--- src/rtl/uart_rx_if.sv ---
// Byte-side bundle of the UART receiver: serial line in, recovered byte and status out.
// Latency: none, wires only.
// Backpressure: none; the sink must accept rx_data in the cycle rx_valid is high.
//
// Signals:
//   rx            serial line into the receiver (idle high, asynchronous)
//   rx_data       last good byte, held until the next good frame
//   rx_valid      one-cycle pulse when rx_data is updated
//   framing_error one-cycle pulse when a stop bit is sampled low
//   busy          receiver is inside a frame (any state but IDLE)
// Modports: master = receiver side, slave = line driver / byte sink side.
interface uart_rx_if #(
  parameter int DATA_BITS = 8
);
  logic                 rx;
  logic [DATA_BITS-1:0] rx_data;
  logic                 rx_valid;
  logic                 framing_error;
  logic                 busy;

  modport master (
    input  rx,
    output rx_data,
    output rx_valid,
    output framing_error,
    output busy
  );

  modport slave (
    output rx,
    input  rx_data,
    input  rx_valid,
    input  framing_error,
    input  busy
  );
endinterface

--- src/rtl/uart_rx.sv ---
// UART receiver: recovers N-data-bit, no-parity, one-stop-bit frames (LSB first) from rx.
// Latency: falling start edge to rx_valid = 2 + CLKS_PER_BIT/2 + (DATA_BITS+1)*CLKS_PER_BIT + 1 cycles.
// Backpressure: none; a new good frame overwrites rx_data, the sink takes it on rx_valid.
//
// Ports:
//   clk   system clock, rising edge
//   nrst  asynchronous active-low reset; a reset mid-frame abandons the frame silently
//   bus   uart_rx_if.master: rx in; rx_data, rx_valid, framing_error, busy out
// CLKS_PER_BIT must be even and >= 4; DATA_BITS must be in 1..8.
module uart_rx #(
  parameter int CLKS_PER_BIT = 16,
  parameter int DATA_BITS    = 8
) (
  input  logic      clk,
  input  logic      nrst,
  uart_rx_if.master bus
);

  localparam int CW = $clog2(CLKS_PER_BIT);
  localparam int BW = $clog2(DATA_BITS + 1);
  localparam logic [CW-1:0] HALF_M1  = CW'(CLKS_PER_BIT / 2 - 1);
  localparam logic [CW-1:0] FULL_M1  = CW'(CLKS_PER_BIT - 1);
  localparam logic [BW-1:0] LAST_BIT = BW'(DATA_BITS - 1);

  typedef enum logic [2:0] {
    IDLE  = 3'd0,
    START = 3'd1,
    DATA  = 3'd2,
    STOP  = 3'd3,
    BREAK = 3'd4
  } state_t;

  state_t               state;
  logic                 sync1;
  logic                 rx_s;
  logic [CW-1:0]        cnt;
  logic [BW-1:0]        bit_cnt;
  logic [DATA_BITS-1:0] shift_reg;
  logic [DATA_BITS-1:0] shift_next;
  logic [DATA_BITS:0]   shift_cat;
  logic [DATA_BITS-1:0] rx_data_q;
  logic                 rx_valid_q;
  logic                 framing_error_q;
  logic                 busy_q;

  // New bit enters at the MSB and everything moves toward bit 0, so the first
  // bit on the wire ends up as the LSB. Done through a concatenation so that
  // DATA_BITS=1 needs no special case.
  always_comb begin
    shift_cat  = {rx_s, shift_reg};
    shift_next = shift_cat[DATA_BITS:1];
  end

  always_ff @(posedge clk or negedge nrst) begin
    if (!nrst) begin
      sync1           <= 1'b1;
      rx_s            <= 1'b1;
      state           <= IDLE;
      cnt             <= '0;
      bit_cnt         <= '0;
      shift_reg       <= '0;
      rx_data_q       <= '0;
      rx_valid_q      <= 1'b0;
      framing_error_q <= 1'b0;
      busy_q          <= 1'b0;
    end else begin
      // Two-flop synchroniser; everything below looks only at rx_s.
      sync1 <= bus.rx;
      rx_s  <= sync1;

      rx_valid_q      <= 1'b0;
      framing_error_q <= 1'b0;

      // Free-running bit-period counter. Every state transition below happens
      // either at the wrap point or from a state that holds it at zero, so it
      // always restarts from 0 in the new state.
      cnt <= (cnt == FULL_M1) ? '0 : cnt + CW'(1);

      case (state)
        IDLE: begin
          cnt <= '0;
          if (!rx_s) begin
            state  <= START;
            busy_q <= 1'b1;
          end
        end

        START: begin
          if (cnt == HALF_M1) begin
            cnt <= '0;
            if (!rx_s) begin
              state   <= DATA;
              bit_cnt <= '0;
            end else begin
              // Line went back high before mid start bit: treat as a glitch.
              state  <= IDLE;
              busy_q <= 1'b0;
            end
          end
        end

        DATA: begin
          if (cnt == FULL_M1) begin
            shift_reg <= shift_next;
            bit_cnt   <= bit_cnt + BW'(1);
            if (bit_cnt == LAST_BIT) begin
              state <= STOP;
            end
          end
        end

        STOP: begin
          // Leaving here at mid stop bit puts us in IDLE early enough to catch
          // a start edge that immediately follows the stop bit.
          if (cnt == FULL_M1) begin
            if (rx_s) begin
              rx_data_q  <= shift_reg;
              rx_valid_q <= 1'b1;
              state      <= IDLE;
              busy_q     <= 1'b0;
            end else begin
              framing_error_q <= 1'b1;
              state           <= BREAK;
            end
          end
        end

        BREAK: begin
          // A line held low would otherwise look like an endless run of start bits.
          cnt <= '0;
          if (rx_s) begin
            state  <= IDLE;
            busy_q <= 1'b0;
          end
        end

        default: begin
          state  <= IDLE;
          busy_q <= 1'b0;
          cnt    <= '0;
        end
      endcase
    end
  end

  assign bus.rx_data       = rx_data_q;
  assign bus.rx_valid      = rx_valid_q;
  assign bus.framing_error = framing_error_q;
  assign bus.busy          = busy_q;

endmodule

--- src/flat_wrapper.sv ---
// flat-port wrapper written by rule: the top's interface ports become plain ports
module uart_rx_flat 
#(
  parameter int CLKS_PER_BIT = 16,
  parameter int DATA_BITS    = 8
)
  (clk, nrst, bus_rx, bus_rx_data, bus_rx_valid, bus_framing_error, bus_busy);
  uart_rx_if #(.DATA_BITS(DATA_BITS)) bus_i ();
  input  logic clk;
  input  logic nrst;
  input wire logic [$bits(bus_i.rx)-1:0] bus_rx;
  output wire logic [$bits(bus_i.rx_data)-1:0] bus_rx_data;
  output wire logic [$bits(bus_i.rx_valid)-1:0] bus_rx_valid;
  output wire logic [$bits(bus_i.framing_error)-1:0] bus_framing_error;
  output wire logic [$bits(bus_i.busy)-1:0] bus_busy;
  assign bus_i.rx = bus_rx;
  assign bus_rx_data = bus_i.rx_data;
  assign bus_rx_valid = bus_i.rx_valid;
  assign bus_framing_error = bus_i.framing_error;
  assign bus_busy = bus_i.busy;
  uart_rx #(.CLKS_PER_BIT(CLKS_PER_BIT), .DATA_BITS(DATA_BITS)) u_core (.clk(clk), .nrst(nrst), .bus(bus_i));
endmodule
--- config.mk ---
export PLATFORM = sky130hd
export DESIGN_NAME = uart_rx_flat
export DESIGN_NICKNAME = d
export VERILOG_FILES = /design/src/rtl/uart_rx_if.sv /design/src/rtl/uart_rx.sv /design/src/flat_wrapper.sv
export SDC_FILE = /design/constraint.sdc
export NUM_CORES = 1
export LEC_CHECK = 0
export CAP_MARGIN = 20
export CORE_ASPECT_RATIO = 0.9
export CORE_MARGIN = 2
export CORE_UTILIZATION = 54
export DETAILED_ROUTE_END_ITERATION = 7
export PLACE_DENSITY = 0.78
export SLEW_MARGIN = 20
export SYNTH_ARGS = -nofsm -noshare
export SYNTH_HDL_FRONTEND = slang
export SYNTH_SLANG_ARGS = --single-unit
--- constraint.sdc ---
create_clock -name clk -period 2.35 [get_ports clk]
set_input_delay 0.235 -clock clk [delete_from_list [all_inputs] [get_ports clk]]
set_output_delay 0.235 -clock clk [all_outputs]
set_load 0.05 [all_outputs]
==> metrics.txt <==
I/O pin total=14; die height=approximately 52 um; clk_lat worst skew=0.33 ns; dpl cell area=1528 sq um; initial antenna violation count=0; number of CTS-inserted buffers=5; CP max FO=9; Hold Fails Final Rpt=0; global-route wire length before repair=3884 um; Mean Syn Cell Area=between 10 and 15 sq um; RR Endpoint=u_core.bus.rx_data[5]$_DFFE_PN0P_; Final TNS setup=0 ns; startpoint types=register; fin crit share=81.08%; Worst Max-Slew Pin Slew=0.5970 ns; outcome=completed; RSZ-0062 raised after global routing=false; HP Class=primary input to asynchronous set/reset pin; Worst Path Required=~2.6 ns; CTS root buffer=clkbuf_4; Synth top area share=54.30%; via count=865; r2r startpoint=u_core.cnt[0]$_DFF_PN0_; GR Overflow Total=0; Row Count=17; Placed Cells=~140; critical path class=register to register; Die Wd=~57 um; share of cells above drive strength 1=24.19%; cts repair resizes=0; Post-Syn Area=1383 sq um; largest net degree at the start of global routing=33; Initial DRC Count=25; P per Cell Area=between 900 and 1000 nW/um^2; TritonCTS clock tree=done; post-DP HPWL=1480 um; element type at the critical path end=register; DRC Markers=0; ANT cells=0; routed vias/inst=~5.7; ys async rst share=100.0%; Seq/Total Area, Yosys=around 58%; skew final=0.01046 ns; htree depth=2; final WL=approximately 2200 um; Worst R2R Path Depth=4; Slew Limit Fails=0; clk buf depth=2; Initial Utilization=56.52%; Rel. slew slack=59.90%; largest area contributor in the synthesized netlist=dfrtp_1; Detail Route Antenna Nets=0; CTS sink count=32; maximum clock rate=around 0.52 GHz; syn_nets=about 110; reg2reg setup slack=0.44 ns; die area=2981 sq um; post-layout min period=1.905 ns; Static Leak=between 0.7 and 0.8 nW; Core ar.=around 2400 sq um; Yosys cell types=34; Top FF cell, synth=dfrtp_1; aggregate global-route resource usage=17.82%; EDFF count, synth=0; Worst-path clk slew=0.09 ns; Hold-fix buffers, CTS=0; total setup buffers inserted after CTS=0; Setup-failing EPs final=0; IO Port Bufs=13; Cells after Synth=107; slowest stage delay, CP=0.56 ns; nets@finish=~130; Final Instance Area=1604 sq um; Seq cells post-synth=32; Total Power=roughly 1.4 mW; Layout area overhead=16.02%; gpl congestion=0.7590; Initial DRT Pass Iterations=4; CP arrival=2.11 ns; Syn. warnings=0; vias in the first global route=around 900; WL/cell=approximately 14 um; ranking of synthesized cells by area=dfrtp_1 (54%), mux2_2 (14%), dfstp_2 (3.8%); maxcap violations=0; Min Hold Slack=0.2872 ns; crit path max-delay cell type=nor4_4; Non-Filler Instances=152; Cell Chain, Critical Path=ha_1 > nand3_2 > nor4_4 > mux2_2; VDD IR max=798.3 uV
area by class of cell:
cell class,instances,area (sq um)
inverter,2,7.507
sequential,32,803.3
timing repair buffer,15,145.1
fill,201,842.1
clock inverter,2,35.03
tap,28,35.03
multi-input combinational,67,536.8
clock buffer,6,41.29
routing by layer:
layer  wire length, um  part of all wire, %  global-route usage, %
met5                 0                    0                      0
met4                21                 0.96                  5.814
met3                88                  4.0                  7.711
met2              1016                   46                  26.82
met1              1066                   49                  23.25
how the worst max path moves through the flow:
| stage | from | end | slack, ns | cells after the start |
|---|---|---|---|---|
| floorplan | u_core.cnt[0]$_DFF_PN0_ | u_core.bus.rx_data[0]$_DFFE_PN0P_ | 0.66 | 4 |
| global placement | u_core.cnt[0]$_DFF_PN0_ | u_core.bus.rx_data[4]$_DFFE_PN0P_ | 0.49 | 4 |
| detailed placement | u_core.cnt[0]$_DFF_PN0_ | u_core.bus.rx_data[4]$_DFFE_PN0P_ | 0.45 | 4 |
| CTS | u_core.cnt[0]$_DFF_PN0_ | u_core.bus.rx_data[5]$_DFFE_PN0P_ | 0.44 | 4 |
| global route | u_core.cnt[0]$_DFF_PN0_ | u_core.bus.rx_data[5]$_DFFE_PN0P_ | 0.28 | 4 |
| finish | u_core.cnt[0]$_DFF_PN0_ | u_core.bus.rx_data[5]$_DFFE_PN0P_ | 0.44 | 4 |
worst max-delay path: cells and delay by family (launching register included):
kind                       cells  cell delay [ns]
and+or+nand+nor                2             0.73
muxes                          1             0.40
DFF                            1             0.38
adders and majority gates      1             0.28
where the power goes:
| part | internal, mW | switching (mW) | leakage [nW] |
|---|---|---|---|
| logic | 0.143 | 0.162 | 0.280 |
| clock network | 0.223 | 0.177 | 0.0422 |
| registers | 0.628 | 0.116 | 0.421 |
Yosys cell counts, types with 3 or more instances:
cell / n
dfrtp_1: 30
mux2_2: 17
nor2_1: 5
nor3_1: 5
nand2b_1: 4
a21oi_1: 3
buf_2: 3
nand2_1: 3
nand3_1: 3
o21ai_0: 3
cells in the final DEF (no fill, tap or decap), drive strengths merged:
cell and instances:
nor2 5, nand3b 1, a221o 1, nand2 3, inv 2, dfrtp 30, or4b 1, o21ai 3
nor3 5, a22o 1, clkinv 1, a211o 2, clkdlybuf4s50 13, nor4 2, clkbuf 6, bufinv 1
buf 2, nand3 4, a41oi 1, a21oi 3, ha 2, nand2b 4, or3 1, a211oi 2
xnor2 1, dfstp 2, nor3b 1, nor2b 1, a22oi 1, and4b 2, xor2 2, and3 1
mux2 17
stage by stage:
step	worst slack (ns)	utilization, %
2_1_floorplan	0.6587	-
3_3_place_gp	0.4930	62.46
3_5_place_dp	0.4514	62.46
4_1_cts	0.4367	65.58
5_1_grt	0.2820	65.58
6_report	0.4447	65.58
cell families (layout without fill, tap and decap cells):
family,Yosys count,after routing,share of synthesized area [%]
xor gates and xnor gates,3,3,1.901
muxes,17,17,13.85
AOI/OAI and AO/OA,14,14,7.059
buffers and inverters,8,25,3.076
adders and majority gates,2,2,1.810
and+or+nand+nor,31,31,14.21
DFF,32,32,58.10
No activity file was read; power rests on OpenSTA's default activity.
